--- src/rtl/serial_subtractor.sv ---
// Bit-serial a - b: one full-subtractor step per clock, LSB first, with the
// borrow carried between bits in a flip-flop and a start/busy/done handshake.
//
// state | meaning
// IDLE  | waiting for start; dif/borrow_out hold the last result
// SHIFT | one operand bit processed per edge, WIDTH edges in total
// DONE  | one-cycle result-valid pulse; start here relaunches with no gap
module serial_subtractor #(
    parameter int WIDTH = 8
) (
    input  logic             clk,
    input  logic             rst_n,
    input  logic             start,
    input  logic [WIDTH-1:0] a,
    input  logic [WIDTH-1:0] b,
    output logic             busy,
    output logic             done,
    output logic [WIDTH-1:0] dif,
    output logic             borrow_out
);

    localparam int CW = $clog2(WIDTH + 1);

    typedef enum logic [1:0] {
        IDLE  = 2'd0,
        SHIFT = 2'd1,
        DONE  = 2'd2
    } state_t;

    state_t           state, state_nxt;
    logic [WIDTH-1:0] sa, sb, res, res_nxt;
    logic             br, br_nxt, d;
    logic [CW-1:0]    cnt;
    logic             last, accept;

    always_ff @(posedge clk or negedge rst_n) begin
        if (!rst_n) state <= IDLE;
        else        state <= state_nxt;
    end

    always_comb begin
        state_nxt = state;
        accept    = 1'b0;
        case (state)
            IDLE: begin
                if (start) begin
                    accept    = 1'b1;
                    state_nxt = SHIFT;
                end
            end
            SHIFT: begin
                if (last) state_nxt = DONE;
            end
            DONE: begin
                accept    = start;
                state_nxt = start ? SHIFT : IDLE;
            end
            default: state_nxt = IDLE;
        endcase
    end

    assign busy = (state == SHIFT);
    assign done = (state == DONE);

    // Full-subtractor cell on the current LSBs; res fills from the MSB down.
    always_comb begin
        d                = sa[0] ^ sb[0] ^ br;
        br_nxt           = (~sa[0] & sb[0]) | (~(sa[0] ^ sb[0]) & br);
        res_nxt          = res >> 1;
        res_nxt[WIDTH-1] = d;
        last             = (cnt == CW'(WIDTH - 1));
    end

    always_ff @(posedge clk or negedge rst_n) begin
        if (!rst_n) begin
            sa         <= '0;
            sb         <= '0;
            res        <= '0;
            br         <= 1'b0;
            cnt        <= '0;
            dif        <= '0;
            borrow_out <= 1'b0;
        end else if (accept) begin
            sa  <= a;
            sb  <= b;
            res <= '0;
            br  <= 1'b0;
            cnt <= '0;
        end else if (state == SHIFT) begin
            sa  <= sa >> 1;
            sb  <= sb >> 1;
            res <= res_nxt;
            br  <= br_nxt;
            cnt <= cnt + 1'b1;
            // The last bit is folded in here, so take res_nxt rather than res.
            if (last) begin
                dif        <= res_nxt;
                borrow_out <= br_nxt;
            end
        end
    end

endmodule
--- config.mk ---
export PLATFORM = sky130hd
export DESIGN_NAME = serial_subtractor
export DESIGN_NICKNAME = d
export VERILOG_FILES = /design/src/rtl/serial_subtractor.sv
export SDC_FILE = /design/constraint.sdc
export NUM_CORES = 1
export LEC_CHECK = 0
export CAP_MARGIN = 0
export CORE_UTILIZATION = 40
export DETAILED_ROUTE_END_ITERATION = 8
export GPL_TIMING_DRIVEN = 0
export MAX_ROUTING_LAYER = met4
export PLACE_DENSITY = 0.7
export SKIP_CTS_REPAIR_TIMING = 1
export SYNTH_ARGS = -nofsm -noshare
export SYNTH_HDL_FRONTEND = slang
export SYNTH_SLANG_ARGS = --single-unit
export TNS_END_PERCENT = 20
--- constraint.sdc ---
create_clock -name clk -period 2.2 [get_ports clk]
set_input_delay 0.22 -clock clk [delete_from_list [all_inputs] [get_ports clk]]
set_output_delay 0.22 -clock clk [all_outputs]
set_load 0.05 [all_outputs]
Word level (Yosys, flattened, before mapping)
Index checks and enable logic that the tools add are counted.

word-level totals
  register bits after elaboration = 40
  input port bits = 19
  output and inout bits = 11
  word-level logic and storage cells = 42

operators by class
  add/subtract/negate cells = 1
  equality and inequality tests = 5
  multiplexer cells = 16
  bitwise logic cells = 8
  reductions and logical operators = 4

operators by type and width
  operator                                                count
  2-to-1 mux 8 bit                                        6
  2-to-1 mux 4 bit                                        2
  one-hot mux 2 bit (3 select lines)                      1
  adder 4 x 1 -> 4 bit (second input constant)            1
  equality test 4 x 3 -> 1 bit (second input constant)    1
  2-to-1 mux 1 bit                                        4
  2-to-1 mux 2 bit                                        2
  inverter 1 bit                                          3
  AND reduction 3 bit                                     1
  bitwise AND 1 bit                                       2
  equality test 2 x 1 -> 1 bit (second input constant)    1
  equality test 2 bit (second input constant)             1
  logical NOT 2 bit                                       1
  inequality test 2 x 1 -> 1 bit (second input constant)  1
  inequality test 2 bit (second input constant)           1
  one-hot mux 1 bit (2 select lines)                      1
  AND reduction 2 bit                                     1
  nonzero test 2 bit                                      1
  bitwise XOR 1 bit                                       2
  bitwise OR 1 bit                                        1

Longest topological paths before layout
  depth in word-level cells = 6
  mapped depth = 7
  gate-level depth less buffers = 4

Worst setup path after synthesis
OpenSTA, ideal clock, no wires.

  path kind = reg2reg
  start = reg state[1]
  end = reg sa[2]
  setup time = 0.082 ns
  data arrival time = 1.570 ns
  data required time = 2.118 ns
  path slack = 0.548 ns
  cell stages (with the launch flop) = 7
  buffers on the path = 2
  period minus slack after synthesis = 1.652 ns
  cell sequence = dfrtp_1 nand2b_1 buf_6 inv_1 clkbuf_1 nand2_1 a31oi_1

on the way
  elaborated cells between the ends (all ways) = 6
  those cells by class = 2 x eq/ne; 2 x mux; 2 x reduce/logical

RTL lines
  what                                 line  text
  start: declaration                   30    state_t state, state_nxt;
  start signal: assignment             38    else state <= state_nxt;
  equality test 2 x 1 -> 1 bit         -
  net busy                             16    output logic busy,
  nonzero test 2 bit (no source line)  -
  end signal: assignment               90    sa <= sa >> 1;
  end: declaration                     31    logic [WIDTH-1:0] sa, sb, res, res_nxt;

The timed path passes the listed nets, and every way through them passes these cells.
A chain may end at the register's enable or synchronous reset.

Worst setup path in the final report
  start = reg state[1]
  end = out busy

on the way
  longest elaborated chain between the ends = 1

RTL lines
  what                          line  text
  equality test 2 x 1 -> 1 bit  62    assign busy = (state == SHIFT);
  end: declaration              16

No other way between the ends.

==> summary.md <==
| Metric | Value |
|---|---|
| Via/cell ratio | ~5.0 |
| Post-route cell area | about 0.0021 sq mm |
| Syn_nets | ~170 |
| Hold WC Path Type | in -> async |
| CTS buffer count | 5 |
| Clock Skew | roughly 0.0045 ns |
| Final WS setup | between 0.1 and 0.15 ns |
| Critical path class | reg -> out |
| Initial antenna violation count | 0 |
| 1st-iter DRT viols | 54 |
| Area contributors post-synth | dfrtp_1 60%, nand2_1 6.7%, mux2_2 5.5% |
| Cell row count | 22 |
| Ant. Diodes | 0 |
| Starting Density | between 40% and 50% |
| Routed Antenna Nets | 0 |
| Hold WS | between 0.02 and 0.03 ns |
| DP HPWL | 2165 um |
| Placeable Area | between 0.003 and 0.004 sq mm |
| WL per Instance | ~14 um |
| IO Pins | 30 |
| Setup Viol. Count Final | 0 |
| CTS H-Tree Depth | 2 |
| Max-slew violations | 0 |
| Number of synthesized flops with an enable pin | 0 |
| PortBufs | 29 |
| P_leak | 0.9418 nW |
| Global-route wire length before repair | ~5700 um |
| TritonCTS clock tree | done |
| Crit path DAT | around 1.9 ns |
| Warnings from Yosys | 0 |
| Share of the yosys chip area belonging to registers | about three fifths |
| Layer with the highest usage | met2 |
| Worst Tran Pin Value | about 0.83 ns |
| Max-slew headroom | around 45% |
| Final RePlAce weighted congestion | 0.7424 |
| Clk Latency, worst-skew pair | 0.29 ns |
| Met3 Use GR | around 6.2% |
| Crit end category | output port |
| Status | complete, no violations |
| Final period utilization | between 90% and 100% |
| Top_reg_cell synth | dfrtp_1 |
| Minimum clock period | about 2.1 ns |
| WP data required | between 1.5 and 2 ns |
| Met2 usage | between 20% and 30% |
| Commonest cells post-synth | 39 x dfrtp_1, 29 x nand2_1, 13 x nor2_1, 11 x a31oi_1, 9 x a22o_1 |
| RSZ-0062 raised after global routing | no |
| Clock slew at reported path FFs | 0.07 ns |
| PwrDens | about 1600 mW/mm^2 |
| Placed cell areas | 0.001972 sq mm |
| NumNets Final | ~200 |
| Design Power | 3.260 mW |
| Largest net degree at the start of global routing | 40 |
| Die W | roughly 66 um |
| Vias in the first global route | 1,205 |
| Met1 Use GR | about a quarter |
| Post-Syn Area | about 0.0016 sq mm |
| Die height | roughly 66 um |
| Area grow syn2layout | 28.62% |
| CP Launch Type | flip-flop |
| Worst-case vdd ir drop | between 0.8 and 0.9 mV |
| Fin Setup TNS | 0 ns |
| Max Cap Violations | 0 |
| Hold Fails Final Rpt | 0 |
| Yosys top cell by area | dfrtp_1 |
| DP Worst Slack | approximately 0.024 ns |
| Overall Global Routing Usage | about 18% |
| Ys async rst share | 100.0% |
| Most numerous cell in the Yosys netlist | dfrtp_1 |
| Worst-path fanout max | 10 |
| DR vias | 1,161 |
| Register bit total from synthesis | 39 |
| Cells after synthesis | ~150 |
| Syn_area_per_cell | between 10 and 15 sq um |
| Post-synth top area share | 60.00% |
| CTS Root Cell | clkbuf_8 |
| Grt ovf | 0 |
| Pre-antenna DRT Iters | 4 |
| Fmax | slightly below 0.5 GHz |
| Clock sink count | 39 |
| Max Root-Sink Buffers | 2 |
| Total Routed Length | roughly 3200 um |
| Share of cells above drive strength 1 | 12.64% |
| DRC viols | 0 |
| Die area | around 0.0043 sq mm |
| Yosys cell types | 30 |
-- through the flow --
stage | instances | util (%)
6_report | 230 | 55.47
5_1_grt | 230 | 55.47
4_1_cts | 230 | 55.41
3_5_place_dp | 222 | 52.29
3_3_place_gp | 222 | 52.42
2_1_floorplan | 145 | -
-- kinds of logic (layout without fill, tap and decap cells) --
| logic type | after synthesis | after routing | share of synthesized area [%] |
|---|---|---|---|
| adder cells (fa/ha/maj) | 2 | 2 | 2.000 |
| XOR/XNOR | 2 | 2 | 1.077 |
| flip-flops | 39 | 39 | 60.00 |
| multiplexers | 10 | 10 | 6.770 |
| AND/OR/NAND/NOR | 53 | 53 | 14.54 |
| buffers and inverters | 13 | 50 | 3.846 |
| AO/OA/AOI/OAI | 26 | 26 | 11.77 |
-- cell usage in the layout, fill, tap and decap left out, types with 2 or more instances in the layout --
| cell | Yosys | final |
|---|---|---|
| buf_2 | 2 | 3 |
| nand3_1 | 2 | 2 |
| a22o_1 | 9 | 9 |
| dfrtp_1 | 39 | 39 |
| clkbuf_8 | 0 | 6 |
| and2b_1 | 2 | 2 |
| nand2_1 | 29 | 29 |
| nand2b_1 | 2 | 2 |
| a31oi_1 | 11 | 11 |
| clkbuf_1 | 4 | 4 |
| mux2_2 | 8 | 8 |
| clkdlybuf4s50_1 | 0 | 27 |
| a22oi_1 | 2 | 2 |
| mux2i_1 | 2 | 2 |
| nor2_1 | 13 | 13 |
| inv_1 | 4 | 4 |
-- worst max-delay path, cell delays in order, from the launching register on --
cell,delay (ns)
dfrtp_1,0.38
nand2b_1,0.15
buf_6,0.14
inv_1,0.06
clkbuf_1,0.35
dlymetal6s2s_1,0.50
-- registers in the layout (all words and copies together), names as in the netlist --
signal      count
state           2
sb              8
sa              8
cnt             4
borrow_out      1
dif             8
res             7
br              1
-- area by class of cell --
cell class,count,area (sq um)
tap,48,60.06
sequential,39,975.9
fill,311,1679
buffer,9,47.55
clock buffer,6,82.58
inverter,4,15.01
multi-input combinational,93,588.1
clock inverter,2,35.03
timing repair buffer,29,287.8
-- power by group --
part | switching (mW) | total, mW | leakage (nW) | internal (mW)
registers | 0.199 | 1.24 | 0.490 | 1.04
logic | 0.825 | 1.41 | 0.390 | 0.585
clock network | 0.244 | 0.611 | 0.0612 | 0.367
-- worst paths after layout --
kind                            slack, ns            endpoint                  from  depth (start not counted)
worst max register to register       0.58  dif[5]$_DFFE_PN0P_  state[1]$_DFFE_PN0P_                          4
worst max-delay path                 0.12                busy  state[1]$_DFFE_PN0P_                          5
max in group asynchronous            1.65   sa[2]$_DFFE_PN0P_                 rst_n                          1
worst min-delay path                 0.03  dif[3]$_DFFE_PN0P_                 rst_n                          1
min in group clk                     0.48   sa[7]$_DFFE_PN0P_                  a[7]                          3
worst min register to register       0.50      br$_DFFE_PN0P_        br$_DFFE_PN0P_                          1
-- layer usage --
layer,share of wire [%],vias up
li1,-,565
met1,47,573
met2,48,21
met3,4.1,2
met4,0.62,0
met5,0,-
Power figures use the tool's default switching activity.
